File: src/rtl/ex_mem_pkg.sv
// Shared core definitions for the execute/memory pipeline register:
// widths, stall-vector bit positions, the NOP aluop and the stage payload.
package ex_mem_pkg;

  localparam int unsigned DATA_W  = 32;
  localparam int unsigned ADDR_W  = 5;
  localparam int unsigned ALUOP_W = 8;
  localparam int unsigned CNT_W   = 2;
  localparam int unsigned STALL_W = 6;
  localparam int unsigned HILO_W  = 2 * DATA_W;

  localparam int unsigned STALL_EX  = 3;
  localparam int unsigned STALL_MEM = 4;

  localparam logic [ALUOP_W-1:0] ALUOP_NOP = ALUOP_W'(0);

  // Everything the memory stage receives from execute.
  typedef struct packed {
    logic [ADDR_W-1:0]  wd;
    logic               wreg;
    logic [DATA_W-1:0]  wdata;
    logic [DATA_W-1:0]  hi;
    logic [DATA_W-1:0]  lo;
    logic               whilo;
    logic [ALUOP_W-1:0] aluop;
    logic [DATA_W-1:0]  mem_addr;
    logic [DATA_W-1:0]  reg2;
  } ex_mem_pl_t;

  // Bubble: no write-backs, NOP operation, all data zero.
  function automatic ex_mem_pl_t bubble_pl();
    ex_mem_pl_t pl;
    pl       = '0;
    pl.aluop = ALUOP_NOP;
    return pl;
  endfunction

endpackage

File: src/rtl/ex_mem_if.sv
// Execute-to-memory stage bus, including the accumulate state loop back to execute.
interface ex_mem_if;
  import ex_mem_pkg::*;

  logic [ADDR_W-1:0]  ex_wd;
  logic               ex_wreg;
  logic [DATA_W-1:0]  ex_wdata;
  logic [DATA_W-1:0]  ex_hi;
  logic [DATA_W-1:0]  ex_lo;
  logic               ex_whilo;
  logic [ALUOP_W-1:0] ex_aluop;
  logic [DATA_W-1:0]  ex_mem_addr;
  logic [DATA_W-1:0]  ex_reg2;
  logic [HILO_W-1:0]  hilo_i;
  logic [CNT_W-1:0]   cnt_i;

  logic [ADDR_W-1:0]  mem_wd;
  logic               mem_wreg;
  logic [DATA_W-1:0]  mem_wdata;
  logic [DATA_W-1:0]  mem_hi;
  logic [DATA_W-1:0]  mem_lo;
  logic               mem_whilo;
  logic [ALUOP_W-1:0] mem_aluop;
  logic [DATA_W-1:0]  mem_mem_addr;
  logic [DATA_W-1:0]  mem_reg2;
  logic [HILO_W-1:0]  hilo_o;
  logic [CNT_W-1:0]   cnt_o;

  modport master (
    output ex_wd, ex_wreg, ex_wdata, ex_hi, ex_lo, ex_whilo, ex_aluop,
           ex_mem_addr, ex_reg2, hilo_i, cnt_i,
    input  mem_wd, mem_wreg, mem_wdata, mem_hi, mem_lo, mem_whilo, mem_aluop,
           mem_mem_addr, mem_reg2, hilo_o, cnt_o
  );

  modport slave (
    input  ex_wd, ex_wreg, ex_wdata, ex_hi, ex_lo, ex_whilo, ex_aluop,
           ex_mem_addr, ex_reg2, hilo_i, cnt_i,
    output mem_wd, mem_wreg, mem_wdata, mem_hi, mem_lo, mem_whilo, mem_aluop,
           mem_mem_addr, mem_reg2, hilo_o, cnt_o
  );

endinterface

File: src/rtl/ex_mem.sv
// Execute/memory pipeline register with flush, stall-driven bubble/hold,
// and holding of the multi-cycle accumulate state for the execute stage.
module ex_mem
  import ex_mem_pkg::*;
(
  input  logic               clk,
  input  logic               rst,
  input  logic [STALL_W-1:0] stall,
  input  logic               flush,
  ex_mem_if.slave            bus
);

  ex_mem_pl_t        ex_pl;
  ex_mem_pl_t        pl_d,   pl_q;
  logic [HILO_W-1:0] hilo_d, hilo_q;
  logic [CNT_W-1:0]  cnt_d,  cnt_q;
  logic              stall_ex, stall_mem;

  assign stall_ex  = stall[STALL_EX];
  assign stall_mem = stall[STALL_MEM];

  // Other stages' stall bits do not affect this register.
  logic unused_stall;
  assign unused_stall = ^{stall[5], stall[2:0]};

  always_comb begin
    ex_pl          = '0;
    ex_pl.wd       = bus.ex_wd;
    ex_pl.wreg     = bus.ex_wreg;
    ex_pl.wdata    = bus.ex_wdata;
    ex_pl.hi       = bus.ex_hi;
    ex_pl.lo       = bus.ex_lo;
    ex_pl.whilo    = bus.ex_whilo;
    ex_pl.aluop    = bus.ex_aluop;
    ex_pl.mem_addr = bus.ex_mem_addr;
    ex_pl.reg2     = bus.ex_reg2;
  end

  // Next state: flush beats stall; the illegal E=0,M=1 pattern holds like E=1,M=1.
  always_comb begin
    pl_d   = pl_q;
    hilo_d = hilo_q;
    cnt_d  = cnt_q;
    if (flush) begin
      pl_d   = bubble_pl();
      hilo_d = '0;
      cnt_d  = '0;
    end else if (!stall_ex && !stall_mem) begin
      pl_d   = ex_pl;
      hilo_d = '0;
      cnt_d  = '0;
    end else if (stall_ex && !stall_mem) begin
      pl_d   = bubble_pl();
      hilo_d = bus.hilo_i;
      cnt_d  = bus.cnt_i;
    end
  end

  always_ff @(posedge clk) begin
    if (rst) begin
      pl_q   <= '0;
      hilo_q <= '0;
      cnt_q  <= '0;
    end else begin
      pl_q   <= pl_d;
      hilo_q <= hilo_d;
      cnt_q  <= cnt_d;
    end
  end

  assign bus.mem_wd       = pl_q.wd;
  assign bus.mem_wreg     = pl_q.wreg;
  assign bus.mem_wdata    = pl_q.wdata;
  assign bus.mem_hi       = pl_q.hi;
  assign bus.mem_lo       = pl_q.lo;
  assign bus.mem_whilo    = pl_q.whilo;
  assign bus.mem_aluop    = pl_q.aluop;
  assign bus.mem_mem_addr = pl_q.mem_addr;
  assign bus.mem_reg2     = pl_q.reg2;
  assign bus.hilo_o       = hilo_q;
  assign bus.cnt_o        = cnt_q;

endmodule

File: src/flat_wrapper.sv
// flat-port wrapper written by rule: the top's interface ports become plain ports
module ex_mem_flat import ex_mem_pkg::*;
  (clk, rst, stall, flush, bus_ex_wd, bus_ex_wreg, bus_ex_wdata, bus_ex_hi, bus_ex_lo, bus_ex_whilo, bus_ex_aluop, bus_ex_mem_addr, bus_ex_reg2, bus_hilo_i, bus_cnt_i, bus_mem_wd, bus_mem_wreg, bus_mem_wdata, bus_mem_hi, bus_mem_lo, bus_mem_whilo, bus_mem_aluop, bus_mem_mem_addr, bus_mem_reg2, bus_hilo_o, bus_cnt_o);
  ex_mem_if bus_i ();
  input  logic clk;
  input  logic rst;
  input  logic [STALL_W-1:0] stall;
  input  logic flush;
  input wire logic [$bits(bus_i.ex_wd)-1:0] bus_ex_wd;
  input wire logic [$bits(bus_i.ex_wreg)-1:0] bus_ex_wreg;
  input wire logic [$bits(bus_i.ex_wdata)-1:0] bus_ex_wdata;
  input wire logic [$bits(bus_i.ex_hi)-1:0] bus_ex_hi;
  input wire logic [$bits(bus_i.ex_lo)-1:0] bus_ex_lo;
  input wire logic [$bits(bus_i.ex_whilo)-1:0] bus_ex_whilo;
  input wire logic [$bits(bus_i.ex_aluop)-1:0] bus_ex_aluop;
  input wire logic [$bits(bus_i.ex_mem_addr)-1:0] bus_ex_mem_addr;
  input wire logic [$bits(bus_i.ex_reg2)-1:0] bus_ex_reg2;
  input wire logic [$bits(bus_i.hilo_i)-1:0] bus_hilo_i;
  input wire logic [$bits(bus_i.cnt_i)-1:0] bus_cnt_i;
  output wire logic [$bits(bus_i.mem_wd)-1:0] bus_mem_wd;
  output wire logic [$bits(bus_i.mem_wreg)-1:0] bus_mem_wreg;
  output wire logic [$bits(bus_i.mem_wdata)-1:0] bus_mem_wdata;
  output wire logic [$bits(bus_i.mem_hi)-1:0] bus_mem_hi;
  output wire logic [$bits(bus_i.mem_lo)-1:0] bus_mem_lo;
  output wire logic [$bits(bus_i.mem_whilo)-1:0] bus_mem_whilo;
  output wire logic [$bits(bus_i.mem_aluop)-1:0] bus_mem_aluop;
  output wire logic [$bits(bus_i.mem_mem_addr)-1:0] bus_mem_mem_addr;
  output wire logic [$bits(bus_i.mem_reg2)-1:0] bus_mem_reg2;
  output wire logic [$bits(bus_i.hilo_o)-1:0] bus_hilo_o;
  output wire logic [$bits(bus_i.cnt_o)-1:0] bus_cnt_o;
  assign bus_i.ex_wd = bus_ex_wd;
  assign bus_i.ex_wreg = bus_ex_wreg;
  assign bus_i.ex_wdata = bus_ex_wdata;
  assign bus_i.ex_hi = bus_ex_hi;
  assign bus_i.ex_lo = bus_ex_lo;
  assign bus_i.ex_whilo = bus_ex_whilo;
  assign bus_i.ex_aluop = bus_ex_aluop;
  assign bus_i.ex_mem_addr = bus_ex_mem_addr;
  assign bus_i.ex_reg2 = bus_ex_reg2;
  assign bus_i.hilo_i = bus_hilo_i;
  assign bus_i.cnt_i = bus_cnt_i;
  assign bus_mem_wd = bus_i.mem_wd;
  assign bus_mem_wreg = bus_i.mem_wreg;
  assign bus_mem_wdata = bus_i.mem_wdata;
  assign bus_mem_hi = bus_i.mem_hi;
  assign bus_mem_lo = bus_i.mem_lo;
  assign bus_mem_whilo = bus_i.mem_whilo;
  assign bus_mem_aluop = bus_i.mem_aluop;
  assign bus_mem_mem_addr = bus_i.mem_mem_addr;
  assign bus_mem_reg2 = bus_i.mem_reg2;
  assign bus_hilo_o = bus_i.hilo_o;
  assign bus_cnt_o = bus_i.cnt_o;
  ex_mem u_core (.clk(clk), .rst(rst), .stall(stall), .flush(flush), .bus(bus_i));
endmodule
File: config.mk
export PLATFORM = sky130hd
export DESIGN_NAME = ex_mem_flat
export DESIGN_NICKNAME = d
export VERILOG_FILES = /design/src/rtl/ex_mem_pkg.sv /design/src/rtl/ex_mem_if.sv /design/src/rtl/ex_mem.sv /design/src/flat_wrapper.sv
export SDC_FILE = /design/constraint.sdc
export NUM_CORES = 1
export LEC_CHECK = 0
export BUFFER_PORTS_ARGS = -buffer_cell sky130_fd_sc_hd__buf_2
export CORE_AREA = 5 5 189 191
export CTS_CLUSTER_DIAMETER = 150
export DETAILED_ROUTE_END_ITERATION = 6
export DIE_AREA = 0 0 194 196
export GPL_TIMING_DRIVEN = 0
export PLACE_DENSITY = 0.54
export SLEW_MARGIN = 20
export SYNTH_ARGS = -nofsm -noshare
export SYNTH_HDL_FRONTEND = slang
export SYNTH_SLANG_ARGS = --single-unit
File: constraint.sdc
create_clock -name clk -period 2.73 [get_ports clk]
set_input_delay 0.546 -clock clk [delete_from_list [all_inputs] [get_ports clk]]
set_output_delay 0.546 -clock clk [all_outputs]
set_load 0.01 [all_outputs]
== Word-level counts from Yosys, hierarchy flattened ==
Index checks and enable logic that the tools add are counted.

* Mux-type cells: 2
* Reduce and logical (&&, ||, !) cells: 7

{| class="wikitable"
|+ Operator list
! kind !! count
|-
| 175-bit 2-to-1 mux || 2
|-
| 3-bit OR reduction || 1
|-
| 1-bit logical AND || 2
|-
| 1-bit logical NOT || 2
|-
| 2-bit nonzero test || 1
|-
| 2-bit OR reduction || 1
|}

* Flip-flop bits (word level): 241
* Output and inout port bits: 241
* Logic and storage cells: 20
* Input port bits: 250

== Longest topological paths before layout ==
* Depth after elaboration: 4
* Gate-level depth with buffers: 5
* Gate-level depth less buffers: 2

== Worst setup path before layout ==
No wires, ideal clock.

* Path kind: input port to flip-flop
* Start point: input flush
* End point: register u_core.pl_q, in the netlist u_core.bus.mem_mem_addr[24]
* Cell stages on the path: 5
* Setup slack: 1265 ps
* Setup time: 70 ps
* Arrival time: 1395 ps
* Required time: 2660 ps
* Buffers on the path: 3
* Cells stage by stage: or2_2 buf_6 buf_2 clkbuf_1 a21oi_1

* Cells in the longest elaborated chain, start to end: 1

{| class="wikitable"
|+ RTL lines
! what !! RTL line !! text
|-
| start, declared || flat_wrapper.sv:8 || <nowiki>input logic flush;</nowiki>
|-
| 2-bit OR reduction (no line) || n/a ||
|-
| end signal, assigned || ex_mem.sv:65 || <nowiki>pl_q <= pl_d;</nowiki>
|-
| end, declared || ex_mem.sv:14 || <nowiki>ex_mem_pl_t pl_d, pl_q;</nowiki>
|}

No other way between the ends.
A chain may end at the register's enable or synchronous reset.

== Worst setup path in the final report ==
* Start point: register u_core.hilo_q[49], in the netlist u_core.bus.hilo_o[49]
* End point: output bus_hilo_o[49]

{| class="wikitable"
|+ RTL lines
! what !! RTL line !! text
|-
| start, declared || ex_mem.sv:15 || <nowiki>logic [HILO_W-1:0] hilo_d, hilo_q;</nowiki>
|-
| start signal, assigned || ex_mem.sv:66 || <nowiki>hilo_q <= hilo_d;</nowiki>
|-
| end, declared || flat_wrapper.sv:29 || <nowiki>output wire logic [$bits(bus_i.hilo_o)-1:0] bus_hilo_o;</nowiki>
|}

No word-level cell between the ends.

==> results.md <==
- Max-slew violations: 0
- Global-route wire length before repair: 56,700 um
- Post-CTS repair timing setup buffer count: 0
- Post-synthesis sequential area ratio: 50.5%
- Gpl congestion: 0.933
- PD cells: about 590 nW/um^2
- Worst hold slack: roughly 280 ps
- Layout cells sized above 1: 38.5%
- Die W: a little under 200 um
- Starting Density: about 28%
- Synth warnings: 0
- Total number of vias: between 9,000 and 10,000
- TritonCTS buffer count: 28
- Arrival @ worst endpoint: 1110 ps
- Maxcap violations: 0
- Cell count after synthesis: between 1,000 and 1,500
- Routed WL per cell: roughly 18 um
- CTS Buffer Depth: 3
- CP delay by family, top: flip-flops
- Final HPWL DP: roughly 30,000 um
- Slew Limit Headroom: a little over 50%
- Antenna violations before repair: 13
- Initial drt markers: ~300
- CP startpoint kind: register
- Clock sinks: between 200 and 250
- Clock Latency Late Sink: approximately 530 ps
- CTS tree: done
- DRC errors left: 0
- Minimum clock period: roughly 1700 ps
- CTS Root Cell: clkbuf_16
- GRT overflow: 0
- Clock Skew: 0 ps
- FF+latch count, synth: approximately 240
- Pre-antenna DRT Iters: 5
- Synth top area share: roughly half
- CP Class: register to output pin
- Cell taking the most area after synthesis: dfxtp_1
- Tightest Pin Transition: 725 ps
- Sequential cell area: 4820 sq um
- Post-Syn Area per Cell: approximately 8.9 sq um
- Largest net degree at the start of global routing: 14
- Max Clock Freq: about 600 MHz
- Routed WL: 37,800 um
- Post_cts resized: 0
- Area of the multi-input gates: 4150 sq um
- Core area: about 34,000 sq um
- Outcome: finished, final reports clean
- LEAKAGE: between 5 and 6 nW
- Hold violation count in the final report: 0
- Peak supply drop: about 0.00038 V
- Die area: between 30,000 and 40,000 sq um
- Vias in the first global route: between 9,000 and 10,000
- Critical path fanouts, max: 2
- Final core utilization: 39.5%
- Critical-path cell list: buf_2
- Synth unique cells: 12
- Hold Crit Class: input port to register
- # IOs: about 490
- Fill cell count: between 3,000 and 4,000
- # rows: between 60 and 70
- Syn Nets: about 1,300
- Clk slew on worst S/H paths: 60 ps
- Data required, critical path: 2180 ps
- Main synth FF type: dfxtp_1
- Crit-path slowest cell: dfxtp_1
- Crit share post-route: between 60 and 70%
- FFs w/ async S/R, synth: 0%
- Slowest cell delay on critical path: roughly 410 ps
- Top area cells in the synthesized netlist: dfxtp_1 50%, or3b_1 14%, a21oi_1 13%, nand2_1 9.5%, nand3b_1 5.2%
- DRT antenna net count: 0
- Synth cell count leaders: 241 x a21oi_1, 241 x dfxtp_1, 241 x nand2_1, 149 x or3b_1, 66 x nand3b_1
- Setup TNS: 0 ps
- Final #Nets: ~1,800
- Crit. End Element: output pin
- All-Layer GR Usage: between 15 and 20%
- Drt via density: between 4 and 5
- Area delta synth->final: 40.4%
- Worst path bufs/invs: 1
- IO buf count: 484
- Mapped cell area: around 9600 sq um
- Die Y: just under 200 um
- H-Tree Depth: 1
- Number of synthesized flops with an enable pin: 0
- Cts hold-fix bufs: 0
- Unrepaired setup endpoints after global routing: no
- Final setup viols: 0
==> per-stage QoR <==
stage | area (sq um) | worst slack (ps) | power (W) | cells
detailed placement | 12500 | 810 | 0.00450 | 2010
CTS | 13400 | 1020 | 0.00807 | 2056
global placement | 12500 | 818 | 0.00450 | 2010
floorplan | 9550 | 1260 | 0.00410 | 1071
finish | 13400 | 1070 | 0.00794 | 2064
global route | 13400 | 996 | 0.00830 | 2062
==> power breakdown <==
part / leakage [nW] / internal (W) / switching, W
sequential: 1.95 / 0.00359 / 0.0000370
clock: 0.417 / 0.00205 / 0.00147
combinational: 3.48 / 0.000354 / 0.000437
==> cells in the final DEF (no fill, tap or decap) <==
cell / netlist / final
diode_2: 0 / 8
clkbuf_2: 2 / 2
clkbuf_1: 39 / 46
or2_2: 1 / 1
nand2_1: 241 / 241
a21oi_1: 241 / 241
dfxtp_1: 241 / 241
buf_4: 6 / 6
clkbuf_8: 0 / 5
or3b_1: 149 / 149
or3b_2: 26 / 26
clkbuf_16: 0 / 29
buf_2: 45 / 529
clkinvlp_4: 0 / 1
nand3b_1: 66 / 66
clkinv_2: 0 / 4
buf_6: 14 / 14
==> layer usage <==
| metal | global-route usage, % | vias up | wire [um] |
|---|---|---|---|
| li1 | - | 4702 | - |
| met1 | 22.3 | 4320 | 15200 |
| met2 | 32.2 | 374 | 18500 |
| met5 | 0 | - | 46 |
| met3 | 6.29 | 48 | 3400 |
| met4 | 4.43 | 8 | 624 |
==> final timing paths <==
check	slack, ps	cells after the start	endpoint	startpoint
max	1070	1	bus_hilo_o[49]	u_core.bus.hilo_o[49]
min	280	3	u_core.bus.hilo_o[12]	bus_hilo_i[12]
max reg2reg	2060	2	u_core.bus.hilo_o[49]	u_core.bus.hilo_o[49]
min reg2reg	450	2	u_core.bus.mem_reg2[29]	u_core.bus.mem_reg2[29]
==> state kept, by name, summed over array words and instances, names as in the netlist <==
| name | cells |
|---|---|
| u_core.bus.cnt_o | 2 |
| u_core.bus.mem_hi | 32 |
| u_core.bus.mem_aluop | 8 |
| u_core.bus.hilo_o | 64 |
| u_core.bus.mem_wd | 5 |
| u_core.bus.mem_wreg | 1 |
| u_core.bus.mem_reg2 | 32 |
| u_core.bus.mem_mem_addr | 32 |
| u_core.bus.mem_lo | 32 |
| u_core.bus.mem_whilo | 1 |
| u_core.bus.mem_wdata | 32 |
==> logic make-up (layout without fill, tap and decap cells) <==
| group | after synthesis | after routing | share of synthesized area [%] |
|---|---|---|---|
| AO/OA/AOI/OAI | 241 | 241 | 12.6 |
| buffers and inverters | 106 | 636 | 6.12 |
| flip-flops | 241 | 241 | 50.5 |
| other | 0 | 8 | 0 |
| AND/OR/NAND/NOR | 483 | 483 | 30.8 |
==> cell type report <==
cell class,instances,share of cell area [%]
flip-flops and latches,241,36.0
plain buffers,106,4.36
clock inverters,5,0.205
repair buffers,484,18.1
clock buffers,41,6.12
multi-input cells,724,30.9
well taps,455,4.24
diodes,8,0.149
No activity file was read; power rests on OpenSTA's default activity.
